`src/rtl/bp_local_pkg.sv`:
```
// Shared types and encodings for the local-history branch predictor path.
package bp_local_pkg;

    localparam int HIST_BITS_DEF  = 10;
    // Tags carry a fixed-width index so the struct works for any HIST_BITS up to this width
    localparam int TAG_INDEX_BITS = 16;

    typedef logic [1:0] ctr2_t;

    localparam ctr2_t CTR_SNT = 2'b00;
    localparam ctr2_t CTR_WNT = 2'b01;
    localparam ctr2_t CTR_WT  = 2'b10;
    localparam ctr2_t CTR_ST  = 2'b11;

    typedef struct packed {
        logic                      valid;
        logic [TAG_INDEX_BITS-1:0] index;
        logic                      pred;
    } lpp_tag_t;

    typedef enum logic {
        LPP_INIT = 1'b0,
        LPP_RUN  = 1'b1
    } lpp_state_t;

endpackage

```
`src/rtl/sat_ctr2_update.sv`:
```
// Next value of a 2-bit saturating direction counter; shared with the tournament chooser.
module sat_ctr2_update
    import bp_local_pkg::*;
(
    input  ctr2_t ctr,
    input  logic  taken,
    output ctr2_t ctr_next
);

    // Step toward the resolved direction, holding at both ends
    always_comb begin
        ctr_next = ctr;
        case (ctr)
            CTR_SNT: ctr_next = taken ? CTR_WNT : CTR_SNT;
            CTR_WNT: ctr_next = taken ? CTR_WT  : CTR_SNT;
            CTR_WT:  ctr_next = taken ? CTR_ST  : CTR_WNT;
            CTR_ST:  ctr_next = taken ? CTR_ST  : CTR_WT;
            default: ctr_next = ctr;
        endcase
    end

endmodule

```
`src/rtl/local_pattern_predictor.sv`:
```
// Local-history pattern table: 2-bit counters indexed by per-branch history, trained at resolve.
// Optional statistics counters are enabled by defining LPP_STATS_EN.
module local_pattern_predictor
    import bp_local_pkg::*;
#(
    parameter int    HIST_BITS     = HIST_BITS_DEF,
    parameter int    RESOLVE_DELAY = 2,
    parameter ctr2_t INIT_CTR      = CTR_WNT
) (
    input  logic                 clock,
    input  logic                 reset,
    output logic                 ready,
    input  logic                 lookup_valid,
    input  logic [HIST_BITS-1:0] lookup_hist,
    output logic                 pred_valid,
    output logic                 pred_taken,
    output logic                 pred_strong,
    input  logic                 resolve_valid,
    input  logic                 resolve_taken,
    output logic                 mispredict
`ifdef LPP_STATS_EN
    ,
    output logic [31:0]          stat_lookups,
    output logic [31:0]          stat_mispredicts
`endif
);

    localparam int                   DEPTH    = 1 << HIST_BITS;
    localparam logic [HIST_BITS-1:0] LAST_IDX = HIST_BITS'(DEPTH - 1);

    ctr2_t                ctr_mem_q [DEPTH];

    lpp_state_t           state_q, state_d;
    logic [HIST_BITS-1:0] init_ptr_q, init_ptr_d;
    logic                 ready_q, ready_d;
    logic                 pred_valid_q, pred_valid_d;
    logic                 pred_taken_q, pred_taken_d;
    logic                 pred_strong_q, pred_strong_d;
    logic                 mispredict_q, mispredict_d;
    lpp_tag_t             tag_q [RESOLVE_DELAY];
    lpp_tag_t             tag_d [RESOLVE_DELAY];

    lpp_tag_t             oldest_s;
    logic                 lookup_acc_s;
    logic                 upd_en_s;
    logic [HIST_BITS-1:0] upd_idx_s;
    ctr2_t                upd_cur_s;
    ctr2_t                upd_next_s;
    ctr2_t                lookup_ctr_s;
    logic                 mem_we_s;
    logic [HIST_BITS-1:0] mem_waddr_s;
    ctr2_t                mem_wdata_s;

    sat_ctr2_update u_upd (
        .ctr      (upd_cur_s),
        .taken    (resolve_taken),
        .ctr_next (upd_next_s)
    );

    // Pair the resolve with the oldest tag; forward a same-index update into the lookup read
    always_comb begin
        oldest_s     = tag_q[RESOLVE_DELAY-1];
        upd_idx_s    = oldest_s.index[HIST_BITS-1:0];
        upd_en_s     = (state_q == LPP_RUN) && resolve_valid && oldest_s.valid;
        upd_cur_s    = ctr_mem_q[upd_idx_s];
        lookup_acc_s = ready_q && lookup_valid;
        if (upd_en_s && (upd_idx_s == lookup_hist)) begin
            lookup_ctr_s = upd_next_s;
        end else begin
            lookup_ctr_s = ctr_mem_q[lookup_hist];
        end
    end

    // Single table write port: init sweep during INIT, training in RUN, nothing while in reset
    always_comb begin
        if (state_q == LPP_INIT) begin
            mem_we_s    = reset;
            mem_waddr_s = init_ptr_q;
            mem_wdata_s = INIT_CTR;
        end else begin
            mem_we_s    = reset && upd_en_s;
            mem_waddr_s = upd_idx_s;
            mem_wdata_s = upd_next_s;
        end
    end

    // Counter table storage
    always_ff @(posedge clock) begin
        if (mem_we_s) begin
            ctr_mem_q[mem_waddr_s] <= mem_wdata_s;
        end
    end

    // Next-state for the FSM, prediction outputs and tag pipeline
    always_comb begin
        state_d       = state_q;
        init_ptr_d    = init_ptr_q;
        ready_d       = ready_q;
        pred_valid_d  = lookup_acc_s;
        pred_taken_d  = pred_taken_q;
        pred_strong_d = pred_strong_q;
        mispredict_d  = 1'b0;

        case (state_q)
            LPP_INIT: begin
                init_ptr_d = init_ptr_q + 1'b1;
                if (init_ptr_q == LAST_IDX) begin
                    state_d = LPP_RUN;
                    ready_d = 1'b1;
                end else begin
                    ready_d = 1'b0;
                end
            end
            LPP_RUN: begin
                ready_d = 1'b1;
            end
            default: begin
                state_d    = LPP_INIT;
                init_ptr_d = '0;
                ready_d    = 1'b0;
            end
        endcase

        if (lookup_acc_s) begin
            pred_taken_d  = lookup_ctr_s[1];
            pred_strong_d = (lookup_ctr_s == CTR_SNT) || (lookup_ctr_s == CTR_ST);
        end else begin
            pred_taken_d  = pred_taken_q;
            pred_strong_d = pred_strong_q;
        end

        if (upd_en_s) begin
            mispredict_d = (resolve_taken != oldest_s.pred);
        end else begin
            mispredict_d = 1'b0;
        end

        tag_d[0] = '0;
        if (lookup_acc_s) begin
            tag_d[0].valid = 1'b1;
            tag_d[0].index = TAG_INDEX_BITS'(lookup_hist);
            tag_d[0].pred  = lookup_ctr_s[1];
        end else begin
            tag_d[0].valid = 1'b0;
        end
        for (int i = 1; i < RESOLVE_DELAY; i++) begin
            tag_d[i] = tag_q[i-1];
        end
    end

    // Control and output registers with synchronous active-low reset
    always_ff @(posedge clock) begin
        if (!reset) begin
            state_q       <= LPP_INIT;
            init_ptr_q    <= '0;
            ready_q       <= 1'b0;
            pred_valid_q  <= 1'b0;
            pred_taken_q  <= 1'b0;
            pred_strong_q <= 1'b0;
            mispredict_q  <= 1'b0;
            for (int i = 0; i < RESOLVE_DELAY; i++) begin
                tag_q[i] <= '0;
            end
        end else begin
            state_q       <= state_d;
            init_ptr_q    <= init_ptr_d;
            ready_q       <= ready_d;
            pred_valid_q  <= pred_valid_d;
            pred_taken_q  <= pred_taken_d;
            pred_strong_q <= pred_strong_d;
            mispredict_q  <= mispredict_d;
            for (int i = 0; i < RESOLVE_DELAY; i++) begin
                tag_q[i] <= tag_d[i];
            end
        end
    end

    assign ready       = ready_q;
    assign pred_valid  = pred_valid_q;
    assign pred_taken  = pred_taken_q;
    assign pred_strong = pred_strong_q;
    assign mispredict  = mispredict_q;

`ifdef LPP_STATS_EN
    logic [31:0] stat_lookups_q, stat_lookups_d;
    logic [31:0] stat_mispredicts_q, stat_mispredicts_d;

    // Saturating event counters; mispredicts count alongside the mispredict output
    always_comb begin
        stat_lookups_d     = stat_lookups_q;
        stat_mispredicts_d = stat_mispredicts_q;
        if (lookup_acc_s && (stat_lookups_q != 32'hFFFF_FFFF)) begin
            stat_lookups_d = stat_lookups_q + 32'd1;
        end else begin
            stat_lookups_d = stat_lookups_q;
        end
        if (mispredict_d && (stat_mispredicts_q != 32'hFFFF_FFFF)) begin
            stat_mispredicts_d = stat_mispredicts_q + 32'd1;
        end else begin
            stat_mispredicts_d = stat_mispredicts_q;
        end
    end

    // Statistics registers
    always_ff @(posedge clock) begin
        if (!reset) begin
            stat_lookups_q     <= 32'd0;
            stat_mispredicts_q <= 32'd0;
        end else begin
            stat_lookups_q     <= stat_lookups_d;
            stat_mispredicts_q <= stat_mispredicts_d;
        end
    end

    assign stat_lookups     = stat_lookups_q;
    assign stat_mispredicts = stat_mispredicts_q;
`endif

endmodule

```
`config.mk`:
```
export PLATFORM = sky130hd
export DESIGN_NAME = local_pattern_predictor
export DESIGN_NICKNAME = d
export VERILOG_FILES = /design/src/rtl/bp_local_pkg.sv /design/src/rtl/sat_ctr2_update.sv /design/src/rtl/local_pattern_predictor.sv
export SDC_FILE = /design/constraint.sdc
export NUM_CORES = 2
export LEC_CHECK = 0
export BUFFER_PORTS_ARGS = -buffer_cell sky130_fd_sc_hd__buf_2
export CAP_MARGIN = 10
export CORE_AREA = 2 2 363 634
export CTS_BUF_LIST = sky130_fd_sc_hd__clkbuf_16
export CTS_CLUSTER_SIZE = 8
export DETAILED_ROUTE_END_ITERATION = 8
export DIE_AREA = 0 0 365 636
export PLACE_DENSITY_LB_ADDON = 0.25
export SYNTH_ARGS = -nofsm -noshare
export SYNTH_HDL_FRONTEND = slang
export SYNTH_SLANG_ARGS = --single-unit
```
`constraint.sdc`:
```
create_clock -name clock -period 64.6 [get_ports clock]
set_input_delay 3.23 -clock clock [delete_from_list [all_inputs] [get_ports clock]]
set_output_delay 3.23 -clock clock [all_outputs]
set_load 0.05 [all_outputs]
```
# After elaboration in Yosys (flattened, before gate mapping)
# Memory sizes are Yosys's and may differ from the RTL's.
# Cells that the tools add are included.
[totals]
wordCells = 49
regBits = 16
mem_bits_rw = 2084
n_memories = 2
output_inout_bits = 5
input_bits = 15
[memory_table]
columns = ["memory", "words", "word_bits", "rd", "rd_ports_with_merged_regs", "wr", "line", "text"]
rows = [
  ["ctr_mem_q", 1024, 2, 2, 0, 1, "local_pattern_predictor.sv:31", "ctr2_t ctr_mem_q [DEPTH];"],
  ["tag_q", 2, 18, 2, 0, 2, "local_pattern_predictor.sv:40", "lpp_tag_t tag_q [RESOLVE_DELAY];"],
]
[classes]
eq_ne = 7
bitwise_logic = 3
n_addsub = 1
muxes = 20
n_reduce_logical = 9
[op_table]
columns = ["op", "n"]
rows = [
  ["2-to-1 mux 18 bit", 2],
  ["2-to-1 mux 11 bit", 1],
  ["adder 10 x 1 -> 10 bit (second input constant)", 1],
  ["equality test 10 bit", 1],
  ["equality test 10 bit (second input constant)", 1],
  ["2-to-1 mux 1 bit", 10],
  ["2-to-1 mux 10 bit", 1],
  ["2-to-1 mux 2 bit", 4],
  ["case mux 2 bit (4 select lines)", 1],
  ["equality test 2 bit (second input constant)", 3],
  ["logical AND 1 bit", 5],
  ["logical NOT 2 bit", 2],
  ["equality test 2 x 1 -> 1 bit (second input constant)", 1],
  ["bitwise OR 1 bit", 2],
  ["case mux 1 bit (2 select lines)", 1],
  ["AND reduction 2 bit", 1],
  ["logical OR 1 bit", 1],
  ["!= test 1 bit", 1],
  ["inverter 1 bit", 1],
]

# Longest topological paths before layout
# An unclocked memory read counts as a cell.
[logic_depth]
word_depth = 7
ltp_mapped = 17
ltp_nobuf = 11

# Hierarchy
# From an unflattened synthesis, not the netlist that was laid out.
[hier_totals]
cells_unflattened = 5792
hier_area_um2 = 101025.6
[modules_own_cells]
columns = ["module", "area_each_um2", "n_inst", "seq_area_each_um2", "cells_each"]
rows = [
  ["local_pattern_predictor", 100999.4, 1, 62259.7, 5789],
  ["sat_ctr2_update", 26.3, 1, 0.0, 3],
]

# Worst setup path before layout
# Ideal clock, no wire load.
[synth_path]
path_kind = "input -> register"
startpoint = "in resolve_taken"
endpoint = "mem ctr_mem_q[0][0] (netlist bit) (data pin)"
arrival_time_ps = 42778
path_slack_ps = 13695
path_buffers = 0
stages = 2
path_cell_list = "a21boi_0 o21ai_0"
[synth_between]
elab_chain_len = 3
elab_cells_between_ends = 4
cone_classes = "4 x mux"
[synth_lines]
columns = ["element", "line", "text"]
rows = [
  ["start: declaration", "local_pattern_predictor.sv:19", "input logic resolve_taken,"],
  ["2-to-1 mux 1 bit", "sat_ctr2_update.sv:14, sat_ctr2_update.sv:17", ""],
  ["case mux 2 bit (4 select lines) *", "sat_ctr2_update.sv:13", "case (ctr)"],
  ["2-to-1 mux 2 bit *", "local_pattern_predictor.sv:76", "if (state_q == LPP_INIT) begin"],
  ["via mem_wdata_s[0]", "local_pattern_predictor.sv:52", "ctr2_t mem_wdata_s;"],
  ["end: declaration", "local_pattern_predictor.sv:31", ""],
]
# The timed path passes the listed nets; every way through them passes the cells marked *.

==> results.py <==
metrics = {
    "sta": {
        "slew_violations": 6,
        "hold_viol_final": 0,
        "rsz0062_at_grt": "no",
        "worst_pin_slew_ns": 1.51,
        "fin_skew_ns": 0.0598,
        "fin_crit_ns": 10.02,
        "fmax_mhz": 99.8,
        "setup_viol": 0,
        "setup_ws_ns": 54.58,
        "setup_tns_ns": 0,
        "fin_hold_ws_ns": 0.429,
        "min_period_over_period_pct": 15.5,
        "relSlewSlack_pct": -0.932,
    },
    "clock_tree": {
        "ctsResizeCount": 0,
        "clock_latency_ns": 0.89,
        "numCtsBuffers": 302,
        "cts_tree": "built",
        "cts_setup_buffers": 0,
        "clk_pin_slew_ns": 0.05,
        "clockRootBuffer": "clkbuf_16",
        "cts_sinks": 2086,
        "cts_max_path_buffers": 4,
        "cts_htree_levels": 5,
        "hold_buffers": 0,
    },
    "power_and_ir_drop": {
        "p_int_mw": 2.33,
        "p_seq_share_pct": 49.4,
        "pwr-share-clk_pct": 47.7,
        "p_per_area_mw_per_mm2": 26.2,
        "power.total_mw": 2.97,
        "combPwrFrac_pct": 2.9,
        "ir_drop_mv": 0.0172,
        "p_sw_share_pct": 21.3,
        "p_leak_nw": 34.3,
        "p_switching_uw": 632,
    },
    "floorplan": {
        "coreArea_mm2": 0.228,
        "die_area_mm2": 0.232,
        "initial_core_util_pct": 44.7,
        "die_x_um": 365,
        "die_h_um": 636,
        "rows": 232,
        "ios": 20,
    },
    "job": {
        "max-cap-violations": 1,
    },
    "yosys": {
        "syn_area_per_cell_um2": 16.4,
        "synth_nets": 6209,
        "ys_types": 72,
        "seq_area_frac_synth_pct": 61.3,
        "synthFlopType": "edfxtp_1",
        "async_flop_share_pct": 0,
        "synthCells": 6193,
        "synth_edf_count": 2048,
        "synth_seq_cells": 2086,
        "yosys_warnings": 0,
        "synthesis.area_mm2": 0.102,
    },
    "route": {
        "ant_nets": 0,
        "post_drt_wl_per_cell_um": 41.7,
        "drt_iter0_markers": 9001,
        "vias": 65500,
        "first_pass_iters": 8,
        "drc": 0,
        "drt_wl_total_mm": 387,
        "via_per_inst": 7.06,
    },
    "setup_path": {
        "cpMostUsedCell": "buf_4",
        "worst-r2r-cell-count": 16,
        "critical_path.max_fanout": 114,
        "path_cells": "buf_4 > buf_4 > inv_1 > buf_4 > nor2_1 > a22oi_1 > a31oi_1 > a21oi_1 > a31oi_1 > a21oi_1 > o2111ai_1 > maj3_2 > and2_4 > buf_4 > buf_4 > buf_4",
        "arrival_ns": 10.56,
        "required_ns": 65.14,
        "r2r_setup_slack_ns": 54.58,
        "crit_slowest_cell": "buf_4",
        "cp-end-kind": "flip-flop",
        "critical-path-max-stage-delay_ns": 1.01,
        "rr_startpoint": "tag_q[0][20]$_SDFF_PN0_",
        "startpoint_type": "flip-flop",
        "path_class": "reg2reg",
        "r2r-end": "ctr_mem_q[860][1]$_DFFE_PP_",
    },
    "global_route": {
        "grt_pass1_vias": 67400,
        "grt_max_degree": 277,
        "overflow": 0,
        "antenna_found_initial": 27,
        "grt_pass1_wl_mm": 530,
        "grtUsageTotal_pct": 33.2,
    },
    "cells_and_area": {
        "post_route_cells_drive_above_1_share_pct": 26.2,
        "multi_input_area_mm2": 0.0370,
        "fill_cells": 19000,
        "fin_util_pct": 49.8,
        "synthToLayoutAreaGrowth_pct": 11.4,
        "fin_nets": 6160,
        "seqCellArea_mm2": 0.0623,
    },
    "run_status": {
        "status": "finished, violations left",
        "violations": "max-capacitance violations, max-slew violations",
    },
    "placed_design": {
        "gp_congestion": 0.986,
        "numPortBuffers": 19,
        "dp_slack_ns": 54.80,
        "hpwl_mm": 242,
    },
    "min_path": {
        "worstHoldStart": "tag_q[0][4]$_SDFF_PN0_",
        "hold_path.class": "reg2reg",
        "hold_end": "tag_q[0][22]$_SDFF_PN0_",
        "hold_depth": 1,
    },
}
-- layout by cell type, fill, tap and decap left out, types with 55 or more instances in the layout --
master,n
a21oi_1,58
clkbuf_16,310
o22ai_1,72
edfxtp_1,2048
mux4_2,986
nand2_1,206
inv_1,55
a22oi_1,140
buf_4,179
nor2_1,1083
mux2i_1,334
nand3_1,78
-- layout make-up --
type	instances	area share, %
Clock inverter	59	0.277
Timing Repair Buffer	218	1.70
Clock buffer	310	6.85
Inverter	16	0.0552
Multi-Input combinational cell	3520	32.7
Antenna cell	20	0.0442
Sequential cell	2086	55.0
Tap cell	3042	3.36
-- registers in the layout, summed over array words and instances, names as in the netlist --
signal       cells
pred_strong      1
tag_q           24
init_ptr_q      10
pred_taken       1
mispredict       1
state_q          1
ctr_mem_q     2048
-- cells in the mapped netlist (all sizes together) (32+ instances only) --
master     n  area, µm²
o22ai     75        469
mux4     986      22200
nand3     94        470
a21oi     59        295
nor2b     32        200
edfxtp  2048      61500
a22o      35        307
mux2i    334       3340
nor3      34        170
nor2    1090       4090
clkbuf   320       1200
buf      251       1590
dfxtp     38        761
and2      54        338
a22oi    140       1050
nand2    222        833
o21ai     37        185
-- per-stage QoR --
step           cell area [µm²]  cells
6_report                113000   9271
5_1_grt                 113000   9254
4_1_cts                 113000   9243
2_1_floorplan           102000   6193
3_5_place_dp            105000   8874
3_3_place_gp            105000   8871
-- how the worst max path moves through the flow --
stage	from	endpoint	cells after the start
floorplan	resolve_taken	ctr_mem_q[0][0]$_DFFE_PP_	2
global placement	lookup_hist[0]	pred_strong$_SDFFE_PN0P_	13
detailed placement	lookup_hist[0]	pred_strong$_SDFFE_PN0P_	13
CTS	tag_q[0][20]$_SDFF_PN0_	ctr_mem_q[840][1]$_DFFE_PP_	16
global route	tag_q[0][19]$_SDFF_PN0_	ctr_mem_q[840][1]$_DFFE_PP_	16
finish	tag_q[0][20]$_SDFF_PN0_	ctr_mem_q[860][1]$_DFFE_PP_	16
-- critical path, delay by kind of cell (launching register included) --
family	cells	cell delay (ns)
AOI/OAI and AO/OA	6	1.91
adders and majority gates	1	0.26
buffers and inverters	7	5.09
DFF	1	0.79
and+or+nand+nor	2	1.18
-- cells by family (layout without fill, tap and decap cells) --
kind of cell,Yosys count,in the layout,share of synthesized area (%)
AO/OA/AOI/OAI,531,531,3.75
XOR/XNOR,20,20,0.172
adder cells (fa/ha/maj),2,2,0.0234
buffers and inverters,587,603,2.81
flip-flops,2086,2086,61.3
multiplexers,1337,1337,25.3
other,0,20,0
AND/OR/NAND/NOR,1630,1630,6.67
-- routing by layer --
layer	track usage (%)	wire (µm)
met2	53.6	186000
met4	32.5	45900
met3	7.41	39600
met5	0	67
met1	35.5	115000
-- power by group through the flow --
| stage | registers [mW] | clock network [mW] | logic, mW |
|---|---|---|---|
| 2_1_floorplan | 1.49 | 0 | 0.0475 |
| 3_3_place_gp | 1.49 | 0 | 0.0836 |
| 3_5_place_dp | 1.49 | 0 | 0.0833 |
| 4_1_cts | 1.47 | 1.42 | 0.0834 |
| 5_1_grt | 1.46 | 1.47 | 0.0852 |
| 6_report | 1.47 | 1.41 | 0.0859 |
(Power assumes the default switching activity.)
